File: src/rtl/csa_pkg.sv
// Shared widths and tree-shape helpers for the 16-operand carry-save summation unit.
package csa_pkg;

    localparam int unsigned WIDTH = 64;
    localparam int unsigned N_IN  = 16;

    typedef logic [WIDTH-1:0] word_t;

    // Operands alive at tree level lvl: each level turns every full group of three into two.
    function automatic int unsigned level_ops(input int unsigned n_in, input int unsigned lvl);
        int unsigned n;
        n = n_in;
        for (int unsigned i = 0; i < lvl; i++) begin
            n = n - n / 3;
        end
        return n;
    endfunction

    // Offset of level lvl inside the flattened tree storage.
    function automatic int unsigned level_base(input int unsigned n_in, input int unsigned lvl);
        int unsigned base;
        base = 0;
        for (int unsigned i = 0; i < lvl; i++) begin
            base = base + level_ops(n_in, i);
        end
        return base;
    endfunction

    function automatic int unsigned tree_levels(input int unsigned n_in);
        int unsigned n;
        int unsigned levels;
        n      = n_in;
        levels = 0;
        while (n > 2) begin
            n      = n - n / 3;
            levels = levels + 1;
        end
        return levels;
    endfunction

endpackage

File: src/rtl/adder_64b.sv
// 64-bit Kogge-Stone prefix adder, no carry-out.
module adder_64b
    import csa_pkg::*;
(
    input  logic  cin,
    input  word_t x,
    input  word_t y,
    output word_t s
);

    word_t gg;
    word_t pp;

    // Bit k of gg ends up as the carry into bit k; cin sits in the bit-0 slot.
    always_comb begin
        gg = {x[WIDTH-2:0] & y[WIDTH-2:0], cin};
        pp = {x[WIDTH-2:0] ^ y[WIDTH-2:0], 1'b0};
        for (int unsigned d = 1; d < WIDTH; d = d * 2) begin
            gg = gg | (pp & (gg << d));
            pp = pp & (pp << d);
        end
    end

    assign s = x ^ y ^ gg;

endmodule

File: src/rtl/csa_3to2.sv
// Bitwise 3:2 carry-save cell; the carry out of the top bit is dropped (mod 2^WIDTH).
module csa_3to2 #(
    parameter int unsigned WIDTH = 64
) (
    input  logic [WIDTH-1:0] a,
    input  logic [WIDTH-1:0] b,
    input  logic [WIDTH-1:0] c,
    output logic [WIDTH-1:0] s,
    output logic [WIDTH-1:0] carry
);

    assign s     = a ^ b ^ c;
    assign carry = {(a[WIDTH-2:0] & b[WIDTH-2:0]) |
                    (a[WIDTH-2:0] & c[WIDTH-2:0]) |
                    (b[WIDTH-2:0] & c[WIDTH-2:0]), 1'b0};

endmodule

File: src/rtl/csa_tree_16to2_adder.sv
// Two-stage pipelined 16-operand adder: CSA tree to a registered sum/carry pair, then prefix add.
module csa_tree_16to2_adder
    import csa_pkg::*;
(
    input  logic  clk,
    input  logic  rst_n,
    input  logic  in_valid,
    input  word_t augends [N_IN-1:0],
    output word_t sum,
    output logic  out_valid,
    output word_t reduced1,
    output word_t reduced2
);

    localparam int unsigned LEVELS = tree_levels(N_IN);
    localparam int unsigned TOTAL  = level_base(N_IN, LEVELS + 1);
    localparam int unsigned ROOT   = level_base(N_IN, LEVELS);

    // All tree levels stored back to back; level l starts at level_base(N_IN, l).
    word_t tree [TOTAL];
    word_t add_s;
    logic  v1;

    for (genvar i = 0; i < N_IN; i++) begin : g_in
        assign tree[i] = augends[i];
    end

    for (genvar l = 1; l <= LEVELS; l++) begin : g_lvl
        localparam int unsigned PREV = level_ops(N_IN, l - 1);
        localparam int unsigned NCSA = PREV / 3;
        localparam int unsigned SRC  = level_base(N_IN, l - 1);
        localparam int unsigned DST  = level_base(N_IN, l);

        for (genvar j = 0; j < NCSA; j++) begin : g_csa
            csa_3to2 #(
                .WIDTH(WIDTH)
            ) u_csa (
                .a    (tree[SRC + 3 * j]),
                .b    (tree[SRC + 3 * j + 1]),
                .c    (tree[SRC + 3 * j + 2]),
                .s    (tree[DST + 2 * j]),
                .carry(tree[DST + 2 * j + 1])
            );
        end

        for (genvar k = 0; k < PREV - 3 * NCSA; k++) begin : g_pass
            assign tree[DST + 2 * NCSA + k] = tree[SRC + 3 * NCSA + k];
        end
    end

    adder_64b u_add (
        .cin(1'b0),
        .x  (reduced1),
        .y  (reduced2),
        .s  (add_s)
    );

    // Data registers advance every cycle; only the valid bits carry meaning.
    always_ff @(posedge clk or negedge rst_n) begin
        if (!rst_n) begin
            reduced1  <= '0;
            reduced2  <= '0;
            v1        <= 1'b0;
            sum       <= '0;
            out_valid <= 1'b0;
        end else begin
            reduced1  <= tree[ROOT];
            reduced2  <= tree[ROOT + 1];
            v1        <= in_valid;
            sum       <= add_s;
            out_valid <= v1;
        end
    end

endmodule

File: config.mk
export PLATFORM = sky130hd
export DESIGN_NAME = csa_tree_16to2_adder
export DESIGN_NICKNAME = d
export VERILOG_FILES = /design/src/rtl/csa_pkg.sv /design/src/rtl/adder_64b.sv /design/src/rtl/csa_3to2.sv /design/src/rtl/csa_tree_16to2_adder.sv
export SDC_FILE = /design/constraint.sdc
export NUM_CORES = 2
export LEC_CHECK = 0
export ABC_AREA = 1
export CAP_MARGIN = 20
export CORE_AREA = 8 8 475 477
export CTS_BUF_LIST = sky130_fd_sc_hd__clkbuf_4 sky130_fd_sc_hd__clkbuf_8
export DETAILED_ROUTE_END_ITERATION = 7
export DIE_AREA = 0 0 483 485
export REMOVE_ABC_BUFFERS = 1
export SYNTH_ARGS = -nofsm -noshare
export SYNTH_HDL_FRONTEND = slang
export SYNTH_SLANG_ARGS = --single-unit
File: constraint.sdc
create_clock -name clk -period 3.6 [get_ports clk]
set_clock_uncertainty 0.15 [all_clocks]
set_input_delay 0.36 -clock clk [delete_from_list [all_inputs] [get_ports clk]]
set_output_delay 0.36 -clock clk [all_outputs]
set_load 0.01 [all_outputs]
==> results.cfg <==
[timing]
slew_headroom = 0.532
period_share = 1.02
worst_slack_ns = -0.0729
worstMarginPinSlew_ns = 0.701
fmax_mhz = 272
min_period_ns = 3.67
grt_setup_unrepaired = true
final_hold_viol_count = 0
whs_ns = 0.141
slew_violations = 0
setup_violations = 27

[layout]
syn2layout_area_growth_pct = 54.7
final_common_cell = inv_1
drive_gt1_frac = 0.109
final_cells = 7496
layout_common_cells = inv_1, fa_1, clkdlybuf4s50_1
fillers = 23800
register_area_um2 = 4800
multi_input_area_um2 = 22700
fin_nets = 6533
fin_util = 0.228

[placed_design]
post-dp-hpwl_um = 184000
portBuffers = 1217
dp.cells = 7419
gp_congestion = 1.01
place_ws_ns = -1.16

[yosys]
synth.yosys.seq_area_share = 0.149
synthSimpleGateAreaFrac = 0.0862
synth_top_family_by_area = adder cells
synth_seq_cells = 192
ys_types = 35
postSynthAreaPerCell_um2 = 9.70
syn_inst = 3318
yosys_warnings = 0
synth-xor-area-share = 0.0117
synthAdderAreaFrac = 0.569
synth-compound-area-share = 0.0276
netlist_area_um2 = 32200
synth.area.mux_share = 0

[worst_setup_path]
critPathTopFamily = adder cells
start_kind = input port
worst_path_max_delay_cell = fa_2
critPathRequiredTime_ns = 3.99
critPathMaxFanout = 1
cp-end-kind = flop
path_class = in2reg
crit_buf_inv = 5
critPathMaxStageDelay_ns = 0.67
arrival_ns = 4.06
crit_top_cell = fa_1
path_cells = clkdlybuf4s50_1 -> inv_1 -> fa_1 -> inv_2 -> fa_1 -> inv_1 -> fa_1 -> fa_2 -> fa_2 -> inv_2 -> fa_1

[clocking]
cts_made_buffers = 17
clockRootBuffer = clkbuf_8
tritoncts = yes
h-tree-depth = 4
path_clk_slew_ns = 0.12
clk_latency_ns = 0.66
clock_sinks = 192
ctsLongestPathBuffers = 2

[detailed_routing]
vias_per_cell = 3.51
first_pass_iters = 5
postRouteAntennaNets = 0
wire_per_inst_um = 25.9
routed_wl_um = 194000
drc_errors = 0
drtIter0Drc = 1300
vias = 26300

[grt]
grt_pass1_wl_um = 262000
grt_pass1_vias = 30700
grt_antenna_before_repair = 91
track_usage = 0.163
grt_max_degree = 64
gr-total-overflow = 0

[status]
failed_checks = setup timing
status = finished, violations left

[run]
maxCapViolCount = 0

[die]
core_area_um2 = 218000
top_level_ports = 1220
fp.dieH_um = 485
dieArea_um2 = 234000
start_util = 0.147
chipWidth_um = 483
placementRows = 172

[power_and_ir_drop]
p_leak_nw = 26.5
powerDensity_nw_per_um2 = 823
vdd_drop_max_v = 0.000439
p_total_mw = 41.0

[min_path]
hp-class = in2async
final timing paths:
path | startpoint | end | slack [ns] | cells after the start
hold reg to reg | v1 | out_valid | 0.23 | 0
setup / recovery | augends[294] | reduced1[38] | -0.07 | 11
setup reg to reg | reduced1[2] | sum[60] | 0.32 | 15
max in group asynchronous | rst_n | sum[63] | 2.24 | 3
min in group clk | augends[960] | reduced1[0] | 0.19 | 2
hold / removal | rst_n | reduced1[18] | 0.14 | 2
worst register-to-register path: cells and delay by family, from the launching register on:
family / cells / cell delay [ns]
adder cells (fa/ha/maj): 2 / 0.94
buffers and inverters: 2 / 0.31
flip-flops: 1 / 0.47
AND/OR/NAND/NOR: 11 / 1.28
metal layers:
layer	wire length, µm	share of wire	track usage	vias to the layer above
met2	105000	0.54	0.315	1187
met5	135	0.00070	0	-
li1	-	-	-	11600
met3	13800	0.071	0.0441	241
met4	5280	0.027	0.0309	22
met1	69900	0.36	0.177	13300
registers in the layout, summed over array words and instances, names as in the netlist:
signal,cells
out_valid,1
sum,64
reduced1,64
reduced2,62
v1,1
cell families (layout without fill, tap and decap cells):
group,Yosys count,count (layout)
other,1,48
flip-flops,192,192
AO/OA/AOI/OAI,163,163
AND/OR/NAND/NOR,641,641
buffers and inverters,1338,2598
XOR/XNOR,43,43
adder cells (fa/ha/maj),940,940
Yosys cell counts:
library cell | n | area, µm²
a21o_1 | 4 | 30.0
a21oi_1 | 88 | 440
a21oi_4 | 1 | 16.3
buf_4 | 4 | 30.0
clkinv_1 | 5 | 18.8
conb_1 | 1 | 3.75
dfrtp_1 | 192 | 4800
fa_1 | 871 | 17400
ha_1 | 69 | 863
inv_1 | 1318 | 4950
inv_2 | 11 | 41.3
nand2_1 | 384 | 1440
nand2_2 | 20 | 125
nand2_4 | 2 | 22.5
nand3_1 | 55 | 275
nand3_2 | 8 | 80.1
nand3b_1 | 5 | 37.5
nand4_1 | 16 | 100
nor2_1 | 114 | 428
nor2_2 | 26 | 163
nor2_4 | 6 | 67.6
nor3_2 | 1 | 10.0
nor4_1 | 2 | 12.5
o211ai_1 | 1 | 7.51
o211ai_2 | 1 | 12.5
o21a_1 | 3 | 22.5
o21ai_0 | 44 | 220
o21ai_1 | 10 | 50.1
o21ai_2 | 1 | 8.76
o21bai_1 | 8 | 60.1
o21bai_2 | 1 | 11.3
o31ai_1 | 1 | 7.51
or2_2 | 2 | 12.5
xnor2_1 | 7 | 61.3
xor2_1 | 36 | 315
area by class of cell:
type / instances / share of cell area
diodes: 46 / 0.00231
inverters: 1334 / 0.101
well taps: 2871 / 0.0721
repair buffers: 1232 / 0.266
multi-input cells: 1789 / 0.455
clock buffers: 18 / 0.00497
flip-flops and latches: 192 / 0.0965
clock inverters: 14 / 0.00309
power breakdown:
group | leakage, nW | internal [mW] | switching, mW | total (mW)
Sequential | 2.25 | 3.95 | 1.71 | 5.66
Combinational | 24.1 | 13.4 | 20.3 | 33.7
Clock | 0.206 | 0.591 | 1.07 | 1.66
Total | 26.5 | 17.9 | 23.1 | 41.0
timing repair:
item / in CTS / in global routing
setup endpoints to repair: 59 / 104
setup buffers: 0 / 0
resized for setup: 249 / 673
hold endpoints to repair: 90 / 0
hold buffers: 2 / 0
gates cloned: 0 / 0
pin swaps: 119 / 428
metrics by stage:
step	area (µm²)	setup TNS, ns
after floorplan	32200	-12.14
after global placement	48200	-98.72
after detailed placement	48200	-99.75
after CTS	48500	-0.0714
after global routing	49800	-0.0110
final	49800	-0.612
(Power assumes the default switching activity.)
